==> config.mk <==
export PLATFORM = sky130hd
export DESIGN_NAME = lift_floor_counter_flat
export DESIGN_NICKNAME = d
export VERILOG_FILES = /design/src/rtl/lift_floor_counter_pkg.sv /design/src/rtl/lift_floor_counter_if.sv /design/src/rtl/lift_floor_counter.sv /design/src/flat_wrapper.sv
export SDC_FILE = /design/constraint.sdc
export NUM_CORES = 1
export LEC_CHECK = 0
export BUFFER_PORTS_ARGS = -buffer_cell sky130_fd_sc_hd__buf_2
export CAP_MARGIN = 10
export CORE_MARGIN = 5
export CORE_UTILIZATION = 25
export DETAILED_ROUTE_END_ITERATION = 10
export PLACE_DENSITY = 0.46
export SLEW_MARGIN = 15
export SYNTH_ARGS = -nofsm -noshare
export SYNTH_HDL_FRONTEND = slang
export SYNTH_SLANG_ARGS = --single-unit
export TNS_END_PERCENT = 30
==> constraint.sdc <==
create_clock -name clk -period 3.34 [get_ports clk]
set_input_delay 0.167 -clock clk [delete_from_list [all_inputs] [get_ports clk]]
set_output_delay 0.167 -clock clk [all_outputs]
set_load 0.03 [all_outputs]
==> src/rtl/lift_floor_counter_pkg.sv <==
// Shared lift types: floor one-hot constants, motion state encoding, one-hot check.
// Latency: none (package only).
// Backpressure: not applicable.
package lift_pkg;

    localparam logic [2:0] FLOOR_0 = 3'b001;
    localparam logic [2:0] FLOOR_1 = 3'b010;
    localparam logic [2:0] FLOOR_2 = 3'b100;

    typedef enum logic [1:0] {
        IDLE   = 2'd0,
        MOVE   = 2'd1,
        ARRIVE = 2'd2,
        DOOR   = 2'd3
    } state_t;

    // True only for the three legal floor codes; also used by the direction register.
    function automatic logic is_onehot(input logic [2:0] v);
        return (v == FLOOR_0) || (v == FLOOR_1) || (v == FLOOR_2);
    endfunction

endpackage

==> src/rtl/lift_floor_counter_if.sv <==
// Request/position bundle between the lift controller front end and the motion stage.
// Latency: none (wiring only).
// Backpressure: requester must hold off while req_ready is low; requests are not queued.
interface lift_floor_counter_if;
    logic       req_valid;
    logic [2:0] req_floor;
    logic       req_ready;
    logic [2:0] count_out;
    logic       start;
    logic       arrived;
    logic       door_open;

    modport master (
        output req_valid, req_floor,
        input  req_ready, count_out, start, arrived, door_open
    );

    modport slave (
        input  req_valid, req_floor,
        output req_ready, count_out, start, arrived, door_open
    );
endinterface

==> src/rtl/lift_floor_counter.sv <==
// Motion stage: steps the cabin one floor per TRAVEL_CYCLES toward a one-hot target, then door dwell.
// Latency: n-floor trip returns to idle n*TRAVEL_CYCLES+1+DOOR_CYCLES edges after acceptance.
// Backpressure: req_ready high only in IDLE; requests seen in any other state are dropped.
module lift_floor_counter
    import lift_pkg::*;
#(
    parameter int TRAVEL_CYCLES = 4,
    parameter int DOOR_CYCLES   = 3
) (
    input  logic                  clk,
    input  logic                  rst_n,
    lift_floor_counter_if.slave   bus
);

    localparam int MAX_CYCLES = (TRAVEL_CYCLES > DOOR_CYCLES) ? TRAVEL_CYCLES : DOOR_CYCLES;
    localparam int TW         = $clog2(MAX_CYCLES + 1);
    localparam logic [TW-1:0] TRAVEL_LAST = TW'(TRAVEL_CYCLES - 1);
    localparam logic [TW-1:0] DOOR_LAST   = TW'(DOOR_CYCLES - 1);

    state_t        state_q, state_d;
    logic [TW-1:0] timer_q, timer_d;
    logic [2:0]    target_q, target_d;
    logic [2:0]    count_q, count_d;
    logic [2:0]    pos;
    logic          start_q, start_d;
    logic          arrived_q, arrived_d;
    logic          door_q, door_d;
    logic          ready_q, ready_d;

    // Next state, shared timer, position step and registered-output decode.
    always_comb begin
        state_d  = state_q;
        timer_d  = timer_q;
        target_d = target_q;
        // A corrupted position is pulled back to F0 before anything else uses it.
        pos      = is_onehot(count_q) ? count_q : FLOOR_0;
        count_d  = pos;

        case (state_q)
            IDLE: begin
                if (bus.req_valid && is_onehot(bus.req_floor)) begin
                    timer_d = '0;
                    if (bus.req_floor == pos) begin
                        state_d = DOOR;
                    end else begin
                        target_d = bus.req_floor;
                        state_d  = MOVE;
                    end
                end
            end
            MOVE: begin
                if (timer_q == TRAVEL_LAST) begin
                    timer_d = '0;
                    // Saturating one-floor step; never wraps past F2 or below F0.
                    if (target_q > pos && pos != FLOOR_2) begin
                        count_d = pos << 1;
                    end else if (target_q < pos && pos != FLOOR_0) begin
                        count_d = pos >> 1;
                    end
                    if (count_d == target_q) begin
                        state_d = ARRIVE;
                    end
                end else begin
                    timer_d = timer_q + TW'(1);
                end
            end
            ARRIVE: begin
                timer_d = '0;
                state_d = DOOR;
            end
            DOOR: begin
                if (timer_q == DOOR_LAST) begin
                    timer_d = '0;
                    state_d = IDLE;
                end else begin
                    timer_d = timer_q + TW'(1);
                end
            end
            default: begin
                timer_d = '0;
                state_d = IDLE;
            end
        endcase

        // Outputs follow the state being entered so they are valid right after the edge.
        start_d   = (state_d == MOVE) || (state_d == ARRIVE);
        arrived_d = (state_d == ARRIVE);
        door_d    = (state_d == DOOR);
        ready_d   = (state_d == IDLE);
    end

    // State, timer, target and output registers with synchronous reset.
    always_ff @(posedge clk) begin
        if (!rst_n) begin
            state_q   <= IDLE;
            timer_q   <= '0;
            target_q  <= FLOOR_0;
            count_q   <= FLOOR_0;
            start_q   <= 1'b0;
            arrived_q <= 1'b0;
            door_q    <= 1'b0;
            ready_q   <= 1'b1;
        end else begin
            state_q   <= state_d;
            timer_q   <= timer_d;
            target_q  <= target_d;
            count_q   <= count_d;
            start_q   <= start_d;
            arrived_q <= arrived_d;
            door_q    <= door_d;
            ready_q   <= ready_d;
        end
    end

    assign bus.count_out = count_q;
    assign bus.start     = start_q;
    assign bus.arrived   = arrived_q;
    assign bus.door_open = door_q;
    assign bus.req_ready = ready_q;

endmodule

==> src/flat_wrapper.sv <==
// flat-port wrapper written by rule: the top's interface ports become plain ports
module lift_floor_counter_flat import lift_pkg::*;
#(
    parameter int TRAVEL_CYCLES = 4,
    parameter int DOOR_CYCLES   = 3
)
  (clk, rst_n, bus_req_valid, bus_req_floor, bus_req_ready, bus_count_out, bus_start, bus_arrived, bus_door_open);
  lift_floor_counter_if bus_i ();
  input  logic clk;
  input  logic rst_n;
  input wire logic [$bits(bus_i.req_valid)-1:0] bus_req_valid;
  input wire logic [$bits(bus_i.req_floor)-1:0] bus_req_floor;
  output wire logic [$bits(bus_i.req_ready)-1:0] bus_req_ready;
  output wire logic [$bits(bus_i.count_out)-1:0] bus_count_out;
  output wire logic [$bits(bus_i.start)-1:0] bus_start;
  output wire logic [$bits(bus_i.arrived)-1:0] bus_arrived;
  output wire logic [$bits(bus_i.door_open)-1:0] bus_door_open;
  assign bus_i.req_valid = bus_req_valid;
  assign bus_i.req_floor = bus_req_floor;
  assign bus_req_ready = bus_i.req_ready;
  assign bus_count_out = bus_i.count_out;
  assign bus_start = bus_i.start;
  assign bus_arrived = bus_i.arrived;
  assign bus_door_open = bus_i.door_open;
  lift_floor_counter #(.TRAVEL_CYCLES(TRAVEL_CYCLES), .DOOR_CYCLES(DOOR_CYCLES)) u_core (.clk(clk), .rst_n(rst_n), .bus(bus_i));
endmodule
Yosys cells after proc, flatten, opt, wreduce, memory -nomap -nowiden
Cells that the tools add are included.

cells by class
  $lt $le $gt $ge = 2
  $add $sub $neg = 1
  bitwise operators = 1
  reduce and logical (&&, ||, !) cells = 11
  muxes and demuxes = 17
  equal/unequal tests = 19

operators by type and width
  cell                 count
  $mux 3               10
  $eq 3x2->1 const B   4
  $pmux 3 s4           1
  $mux 2               5
  $eq 2x2->1 const B   4
  $pmux 2 s4           1
  $eq 3x1->1 const B   2
  $eq 3x3->1           2
  $eq 3x3->1 const B   2
  $logic_or 1x1->1     5
  $eq 2x1->1 const B   2
  $logic_not 2->1      2
  $add 3x1->3 const B  1
  $gt 3x3->1           1
  $logic_and 1x1->1    3
  $lt 3x3->1           1
  $ne 3x1->1 const B   1
  $ne 3x3->1 const B   1
  $reduce_and 3->1     1
  $ne 2x1->1 const B   1
  $not 1->1            1

storage, ports and cells
  output and inout port bits = 7
  flip-flop bits (word level) = 15
  word-level logic and storage cells = 59
  bits of input ports = 6

Longest topological paths before layout
Gate-level depths: netlist of the first run.

  word-level depth = 16
  depth in mapped cells = 12
  depth with buffers taken out = 12

Least setup slack after synthesis of the first run
No wires, ideal clock.

  path kind = register -> register
  start point = reg u_core.count_q[2], in the netlist u_core.bus.count_out[2]
  end point = reg u_core.start_q, in the netlist u_core.bus.start
  data arrival time = 3.046 ns
  library setup time = 0.115 ns
  period minus slack after synthesis = 3.161 ns
  path buffers = 1
  required time = 3.225 ns
  path slack = 0.179 ns
  cell stages (with the launch flop) = 12
  cells stage by stage = dfxtp_1 > or3b_1 > buf_6 > ha_1 > nand3b_1 > and2_2 > o31ai_4 > xnor2_1 > o41ai_2 > inv_1 > ha_1 > and2_1

between the ends
  cells in the longest elaborated chain, start to end = 16
  elaborated cells between the ends (all ways) = 26
  those cells by class = order compare (2); eq/ne (9); mux (10); reduce/logical (5)

RTL lines
  element                                          line                          RTL
  start: declaration                               lift_floor_counter.sv:23      logic [2:0] count_q, count_d;
  start signal: assignment                         lift_floor_counter.sv:107     count_q <= count_d;
  $eq 3x1->1 / $eq 3x2->1 (equally long branches)  lift_floor_counter_pkg.sv:19  return (v == FLOOR_0) || (v == FLOOR_1) || (v == FLOOR_2);
  $logic_or 1x1->1 (2 in a row)                    lift_floor_counter_pkg.sv:19
  $mux 3 *                                         lift_floor_counter.sv:36      pos = is_onehot(count_q) ? count_q : FLOOR_0;
  $lt 3x3->1 / $ne 3x1->1 (equally long branches)  lift_floor_counter.sv:57      end else if (target_q < pos && pos != FLOOR_0) begin
  $logic_and 1x1->1                                lift_floor_counter.sv:57
  $mux 3                                           lift_floor_counter.sv:57
  $mux 3                                           lift_floor_counter.sv:55      if (target_q > pos && pos != FLOOR_2) begin
  $mux 3                                           lift_floor_counter.sv:52      if (timer_q == TRAVEL_LAST) begin
  $mux 3                                           lift_floor_counter.sv:39      case (state_q)
  $eq 3x3->1                                       lift_floor_counter.sv:60      if (count_d == target_q) begin
  $mux 2                                           lift_floor_counter.sv:60
  $mux 2                                           lift_floor_counter.sv:52
  $pmux 2 s4 *                                     lift_floor_counter.sv:39
  $eq 2x1->1 / $eq 2x2->1 (equally long branches)  lift_floor_counter.sv:86      start_d = (state_d == MOVE) || (state_d == ARRIVE);
  $logic_or 1x1->1 *                               lift_floor_counter.sv:86
  via u_core.start_d                               lift_floor_counter.sv:25      logic start_q, start_d;
  end signal: assignment                           lift_floor_counter.sv:108     start_q <= start_d;
  end: declaration                                 lift_floor_counter.sv:25

Mark *: on every way through the listed nets, which the timed path passes. The rest lies on a longest branch. The select of a mux whose other input is x is not followed.
A chain may end at the register's enable or synchronous reset.

Final worst setup path of the first run
Ends and elaborated chain as after synthesis.

==> results of run 1 <==
cell type report:
cell class / count / area [µm²] / share of cell area [%]
inverters: 8 / 30.0 / 2.55
clock buffers: 3 / 41.3 / 3.51
flip-flops and latches: 15 / 300 / 25.5
repair buffers: 14 / 75.1 / 6.38
well taps: 50 / 62.6 / 5.31
multi-input cells: 90 / 663 / 56.3
clock inverters: 1 / 5.00 / 0.425
per-stage QoR:
step / instance area, µm² / setup TNS [ns] / instances / setup slack [ns] / hold slack [ns]
finish: 1180 / 0 / 181 / 0.232 / 0.161
global route: 1180 / -0.0121 / 181 / -0.0121 / 0.180
CTS: 1170 / 0 / 180 / 0.185 / 0.157
detailed placement: 1120 / 0 / 176 / 0.198 / 0.420
global placement: 1120 / 0 / 176 / 0.300 / 0.422
floorplan: 1030 / 0 / 116 / 0.179 / 0.229
worst max-delay path, stage by stage (launching register included):
cell,delay (ns)
dfxtp_1,0.41
or3b_1,0.50
ha_1,0.39
nand3b_1,0.14
and2_2,0.25
o31ai_4,0.26
xnor2_1,0.14
o41ai_2,0.40
inv_1,0.08
ha_1,0.28
and2_1,0.15
sequential cells by signal (all words and copies together), names as in the netlist:
| register | cells |
|---|---|
| u_core.bus.start | 1 |
| u_core.bus.count_out | 3 |
| u_core.state_q | 2 |
| u_core.bus.door_open | 1 |
| u_core.timer_q | 3 |
| u_core.bus.arrived | 1 |
| u_core.bus.req_ready | 1 |
| u_core.target_q | 3 |
synthesized netlist by cell type (2+ instances only):
cell	n
xor2_1	2
mux2i_1	4
ha_1	10
xnor2_1	2
and2_1	5
a22oi_1	2
o21ai_0	4
or3b_1	2
a211oi_1	2
dfxtp_1	15
o41ai_2	2
and4bb_2	2
nand3_1	2
nand3b_1	2
inv_1	8
nand2b_1	2
nor2_1	15
nand2_1	8
a21oi_1	8
kinds of logic after synthesis:
logic type	Yosys count
AO/OA/AOI/OAI	25
XOR/XNOR	4
adder cells (fa/ha/maj)	10
buffers and inverters	11
flip-flops	15
multiplexers	5
AND/OR/NAND/NOR	46
power by group:
| group | leakage [nW] | switching [mW] | internal [mW] |
|---|---|---|---|
| registers | 0.122 | 0.00666 | 0.187 |
| clock network | 0.0255 | 0.0641 | 0.0826 |
| logic | 0.370 | 0.0563 | 0.0425 |
final timing paths:
path	depth (start not counted)	endpoint
worst max-delay path	10	u_core.bus.start
worst min-delay path	2	u_core.target_q[0]
worst max register to register	10	u_core.bus.start
worst min register to register	2	u_core.target_q[0]
metal layers:
metal	track usage (%)	routed length (µm)	vias up	share of wire (%)
met2	14.7	1060	8	49
met4	3.56	43	0	2.0
met3	1.62	54	4	2.5
met5	0	0	-	0
li1	-	-	439	-
met1	10.4	1020	394	47
what timing repair did:
action	4_1_cts	5_1_grt
endpoints found under the setup margin	0	1
hold endpoints to repair	0	0
hold buffers	0	0
setup buffers	0	1
==> flow_summary.toml, run 1 <==
[outcome]
status = "complete, no violations"

[place]
detailed_place_hpwl_um = 1690
gp_congestion = 0.711
port-buffer-count = 12

[routing]
drtAntennaViolNets = 0
drc = 0
dr.pass1.iters = 4
num_vias = 845
drt-initial-drc-count = 40
viasPerCell = 4.67
wl_per_cell_um = 12.0
drt-total-wl_um = 2180

[worst_setup_path]
cp-start-kind = "flop"
end_kind = "flop"
rr_startpoint = "u_core.bus.count_out[2]"
crit_type = "flop to flop"
crit_fanout = 8
cp_data_required_time_ns = 3.48
rrSetupSlack_ns = 0.23
critPathArrivalTime_ns = 3.25
startpoint = "u_core.bus.count_out[2]"

[clock_network]
numCtsBuffers = 3
clkLatencyLatePin_ns = 0.25
cts_resized = 0
tritoncts = "done"
cts_root_buf = "clkbuf_8"
clock-sinks = 15
cts_max_level = 1
clk_path_buf_depth = 2
clk_pin_slew_worst_paths_ns = 0.06

[final_layout]
finish.utilization_pct = 29.4
drive_gt1_share_pct = 22.1
antennaDiodeCount = 0
area_growth_pct = 14.1
layout_common_cells = "15 x nor2_1, 15 x dfxtp_1, 12 x buf_2"
fillers = 430
nNetsFinal = 148

[yosys]
synth_edf_count = 0
synth_fa_ha_area_share_pct = 12.1
synth_area_leaders = "dfxtp_1 29%, ha_1 12%, nor2_1 5.5%"
ys.flop_type = "dfxtp_1"
synth_cells = 116
yosys.area.top_type = "dfxtp_1"
synth_top_family_by_area = "simple AND/OR/NAND/NOR gates"
synth_xor_area_share_pct = 3.39
synthSimpleGateAreaFrac_pct = 25.0
synth_compound_area_share_pct = 18.8
muxShareOfSynthArea_pct = 4.97
syn_area_per_cell_um2 = 8.90
synth.distinct_cells = 38
synth.yosys.seq_area_share_pct = 29.1
synthArstFlopShare_pct = 0
synth_top_area_share_pct = 29.1
yosys_warnings = 0
synth_seq_cells = 15
syn-num-nets = 132
syn_area_um2 = 1030

[power]
leakage_nw = 0.517
ir_drop_mv = 0.141
power_uw = 439
power.density_nw_per_um2 = 373

[timing]
slew_violations = 0
hold_violations = 0
fin_crit_ns = 3.11
period_share_pct = 93.0
fin_worst_skew_ns = 0.00154
maxSlewHeadroom_pct = 64.4
max_slew.worst_pin.slew_ns = 0.532
max_freq_mhz = 322
setup_viol = 0

[global_routing]
grt_pass1_wl_um = 3690
grt_pass1_vias = 836
grt.overflow.total = 0
grt.total_usage_pct = 8.53
grt_max_degree = 10
antenna_found_initial = 0

[die]
initial_utilization_pct = 25.8
ios = 13
core_um2 = 4000
fp.dieW_um = 74.3
die_h_um = 74.3
num_rows = 23
dieArea_um2 = 5510

[min_path]
hp-start = "rst_n"
hp-class = "input port to flop"

[run]
drv_cap = 0
(Power assumes the default switching activity.)
==> run 2, diff against run 1 <==
BUFFER_PORTS_ARGS = unset   (was -buffer_cell sky130_fd_sc_hd__buf_2)
DONT_BUFFER_PORTS = 1   (was unset)
PLACE_DENSITY = 0.43   (was 0.46)
==> run 2 against run 1 <==
  * Maximum frequency is 3.4% higher
  * Register-to-register slack better by 0.10 ns
  * Total power is 2.0% lower
  * Final area is 1.4% lower
  * Global-route usage is 0.84 points higher
  * Critical endpoint unchanged
  * Die area stayed put
  * Critical path type unchanged
  * Wire length is 6.5% higher
==> flow_summary.toml, run 2 (synthesis results as in run 1) <==
[die]
fp.dieW_um = 74.3
die_h_um = 74.3
num_rows = 23
initial_utilization_pct = 25.8
dieArea_um2 = 5510
ios = 13
core_um2 = 4000

[global_routing]
grt_pass1_vias = 814
grt_max_degree = 9
antenna_found_initial = 0
grt_pass1_wl_um = 3870
grt.total_usage_pct = 9.37
grt.overflow.total = 0

[final_layout]
nNetsFinal = 141
layout_common_cells = "15 x nor2_1, 15 x dfxtp_1, 10 x ha_1"
drive_gt1_share_pct = 16.1
area_growth_pct = 12.5
fillers = 418
antennaDiodeCount = 0

[outcome]
status = "complete, no violations"

[worst_setup_path]
cpPeakStageDelay_ns = 0.46
crit_fanout = 8
critPathArrivalTime_ns = 3.14
rr_worst_depth = 10
cp_cell_sequence = "or3b_4, ha_1, nand3b_1, and2_2, o31ai_4, xnor2_1, o41ai_2, inv_1, ha_1, and2_1"
end_kind = "flop"
cp-start-kind = "flop"
cp_data_required_time_ns = 3.48
slowest_stage = "or3b_4"
crit_type = "flop to flop"
worst_path_most_repeated_cell = "ha_1"

[clock_network]
cts_max_level = 1
cts_root_buf = "clkbuf_8"
clkLatencyLatePin_ns = 0.24
clk_pin_slew_worst_paths_ns = 0.06
numCtsBuffers = 3
tritoncts = "done"
clock-sinks = 15
clk_path_buf_depth = 2

[power]
power.density_nw_per_um2 = 371
ir_drop_mv = 0.155
clkPwrFrac_pct = 33.5
seq_power_share_pct = 46.5
sw_frac_of_total_pct = 27.6
power_uw = 430
p_comb_share_pct = 19.9
netSwitchingPower_uw = 119
intPower_uw = 311
leakage_nw = 0.488

[routing]
drt-initial-drc-count = 76
viasPerCell = 4.75
drtAntennaViolNets = 0
dr.pass1.iters = 4
num_vias = 826
drt-total-wl_um = 2320
drc = 0
wl_per_cell_um = 13.3

[timing]
max_slew.worst_pin.slew_ns = 0.557
setup_viol = 0
fin_worst_skew_ns = 0.000661
hold_violations = 0
max_freq_mhz = 333
fin_tns_setup_ns = 0
grt_setup_unrepaired = "false"
period_share_pct = 90.0
maxSlewHeadroom_pct = 62.8
fin_crit_ns = 3.01
slew_violations = 0

[min_path]
holdPathStages = 2
hp-class = "input port to flop"

[place]
gp_congestion = 0.759
detailed_place_hpwl_um = 1760
port-buffer-count = 0

[run]
drv_cap = 0
[run 2: final timing paths]
path / endpoint / from / slack, ns
setup / recovery: u_core.bus.start / u_core.bus.count_out[2] / 0.33
hold / removal: u_core.bus.count_out[2] / rst_n / 0.04
setup reg to reg: u_core.bus.start / u_core.bus.count_out[2] / 0.33
hold reg to reg: u_core.target_q[0] / u_core.target_q[0] / 0.48
[run 2: per-layer routing]
metal	share of wire, %	routed length [µm]	global-route usage, %	up-vias
met2	50	1160	15.3	15
met1	44	1030	11.7	384
met5	0	0	0	-
met3	3.1	72	1.62	4
li1	-	-	-	423
met4	2.2	51	5.14	0
[run 2: through the flow]
step | std cells | setup slack [ns] | instance area, µm² | hold slack, ns | utilization, %
floorplan | 116 | 0.179 | 1030 | 0.229 | -
global placement | 167 | 0.292 | 1090 | 0.233 | 27.2
detailed placement | 167 | 0.197 | 1090 | 0.238 | 27.2
CTS | 172 | 0.177 | 1140 | 0.00342 | 28.5
global route | 174 | 0.0520 | 1160 | 0.0348 | 29.0
finish | 174 | 0.334 | 1160 | 0.0379 | 29.0
[run 2: what timing repair did]
action | CTS | global route
setup endpoints to repair | 0 | 2
hold buffers | 1 | 1
buffers inserted | 0 | 1
resized for setup | 0 | 1
hold endpoints to repair | 2 | 1
[run 2: area by class of cell]
type,instances,area (µm²),share of cell area (%)
clock buffers,4,45.0,3.88
inverters,8,30.0,2.59
multi-input cells,90,666,57.3
flip-flops and latches,15,300,25.9
well taps,50,62.6,5.39
repair buffers,7,57.6,4.96
[run 2: power groups by stage]
stage / clock, mW / combinational (mW) / sequential (mW)
final: 0.144 / 0.0858 / 0.200
after global routing: 0.161 / 0.0972 / 0.201
after CTS: 0.150 / 0.0848 / 0.200
after detailed placement: 0 / 0.0827 / 0.204
after global placement: 0 / 0.0815 / 0.204
after floorplan: 0 / 0.0735 / 0.201
[run 2: worst max-delay path: cells and delay by family, from the launching register on]
kind / cells / cell delay (ns)
AND/OR/NAND/NOR: 4 / 0.99
adder cells (fa/ha/maj): 2 / 0.64
AO/OA/AOI/OAI: 2 / 0.64
flip-flops: 1 / 0.42
XOR/XNOR: 1 / 0.13
buffers and inverters: 1 / 0.08
==> run 3, diff against run 2 <==
CORE_UTILIZATION = 58   (was 25)
PLACE_DENSITY = 0.79   (was 0.43)
==> run 3 against run 2 <==
  * First-iteration DRC count shrank 59%
  * Clock power shrank 26%
  * Combinational power grew 2%
  * Highest routed layer unchanged
  * Largest cell class unchanged
==> flow_summary.toml, run 3 (synthesis results as in run 1) <==
[worst_setup_path]
cp.depth = 10
rr_startpoint = "u_core.bus.count_out[2]"
crit_fanout = 8
cp_top_family = "simple AND/OR/NAND/NOR gates"
end_kind = "flop"
startpoint = "u_core.bus.count_out[2]"
worstSetupEndpoint = "u_core.bus.start"
worst_path_most_repeated_cell = "ha_1"
critPathBufInv = 1
crit_type = "flop to flop"
cp-start-kind = "flop"
cpPeakStageDelay_ns = 0.52
cp_cell_sequence = "or3b_1, ha_1, a21oi_1, and2_2, o31ai_4, xnor2_1, o41ai_2, inv_1, ha_1, and2_1"
slowest_stage = "or3b_1"
rrSetupSlack_ns = 0.19
cp_data_required_time_ns = 3.54
critPathArrivalTime_ns = 3.35
rr_worst_depth = 10
rr_endpoint = "u_core.bus.start"

[timing]
grt_setup_unrepaired = "false"
fin_crit_ns = 3.15
setup_viol = 0
hold_slack_ns = 0.0282
fin_worst_skew_ns = 0.00530
maxSlewHeadroom_pct = 67.7
fin_tns_setup_ns = 0
max_slew.worst_pin.slew_ns = 0.483
period_share_pct = 94.4
slew_violations = 0
hold_violations = 0
max_freq_mhz = 317

[die]
fp.dieW_um = 52.2
num_rows = 15
ios = 13
die_h_um = 52.2
dieArea_um2 = 2720
initial_utilization_pct = 60.4
core_um2 = 1710

[power]
leakage_nw = 0.477
intPower_uw = 271
netSwitchingPower_uw = 122
p_comb_share_pct = 22.1
seq_power_share_pct = 50.7
ir_drop_mv = 0.230
sw_frac_of_total_pct = 31.0
power.density_nw_per_um2 = 354
clkPwrFrac_pct = 27.2

[final_layout]
final_area_um2 = 1110
drive_gt1_share_pct = 15.3
nNetsFinal = 141
antennaDiodeCount = 0
area_growth_pct = 7.76
layout_common_cells = "15 x nor2_1, 15 x dfxtp_1, 10 x ha_1"

[clock_network]
cts_resized = 0
numCtsBuffers = 3
clock-sinks = 15
clk_pin_slew_worst_paths_ns = 0.09
cts_root_buf = "clkbuf_4"
clkLatencyLatePin_ns = 0.29
tritoncts = "done"
cts_max_level = 1
clk_path_buf_depth = 2
cts_setup_buffers = 0

[routing]
num_vias = 842
drt-initial-drc-count = 31
drt-total-wl_um = 2110
dr.pass1.iters = 4
wl_per_cell_um = 14.1
drc = 0
drtAntennaViolNets = 0
viasPerCell = 5.65

[global_routing]
grt_pass1_vias = 849
antenna_found_initial = 0
grt.total_usage_pct = 18.6
grt_pass1_wl_um = 3790
grt_max_degree = 10
grt.overflow.total = 0

[place]
port-buffer-count = 0
dpl-instance-area_um2 = 1050
gp_congestion = 0.929
detailed_place_hpwl_um = 1540

[run]
drv_cap = 0

[outcome]
status = "complete, no violations"

[min_path]
hp-class = "input port to flop"
## run 3: changes by cell type in the layout (fill, tap and decap cells not counted), sizes merged
cell / before / now
dlygate4sd3: 2 / 3
clkinv: 0 / 1
clkbuf: 4 / 3
buf: 5 / 4
## run 3: what timing repair did
| item | CTS | global route |
|---|---|---|
| hold buffers | 2 | 1 |
| setup endpoints to repair | 0 | 1 |
| endpoints found under the hold margin | 6 | 2 |
## run 3: worst register-to-register path: cells and delay by family, from the launching register on
kind / cells / cell delay (ns)
AOI/OAI and AO/OA: 3 / 0.80
xor gates and xnor gates: 1 / 0.17
adders and majority gates: 2 / 0.66
buffers and inverters: 1 / 0.08
DFF: 1 / 0.41
and+or+nand+nor: 3 / 0.94
## run 3: cell type report
| class | count | area, µm² |
|---|---|---|
| clock buffers | 3 | 22.5 |
| repair buffers | 7 | 60.1 |
| fillers | 141 | 596 |
| flip-flops and latches | 15 | 300 |
| multi-input cells | 90 | 663 |
| clock inverters | 1 | 5.00 |
| inverters | 8 | 30.0 |
| well taps | 25 | 31.3 |
## run 3: worst min path at each step
stage | from | endpoint | depth (start not counted)
6_report | bus_req_floor[2] | u_core.target_q[2] | 2
5_1_grt | bus_req_floor[1] | u_core.target_q[1] | 2
4_1_cts | rst_n | u_core.bus.arrived | 1
3_5_place_dp | rst_n | u_core.target_q[0] | 1
3_3_place_gp | rst_n | u_core.target_q[0] | 1
2_1_floorplan | rst_n | u_core.bus.count_out[0] | 1
## run 3: stage by stage
step	setup WS (ns)	total power [mW]	instances	util (%)
6_report	0.189	0.394	149	65.1
5_1_grt	0.00620	0.420	149	65.1
4_1_cts	0.192	0.396	148	64.5
3_5_place_dp	0.220	0.285	142	61.8
3_3_place_gp	0.289	0.282	142	61.8
2_1_floorplan	0.179	0.274	116	-
## run 3: layer usage
metal	track usage, %	part of all wire, %	vias to the layer above
li1	-	-	424
met4	8.94	2.3	0
met2	29.7	45	29
met5	0	0	-
met1	24.4	47	384
met3	2.85	5.8	5
## run 3: power by group through the flow
stage               Combinational, mW  Clock, mW  Sequential [mW]
finish                         0.0871      0.107            0.200
global route                   0.0964      0.122            0.201
CTS                            0.0852      0.111            0.200
detailed placement             0.0811          0            0.204
global placement               0.0788          0            0.204
floorplan                      0.0735          0            0.201
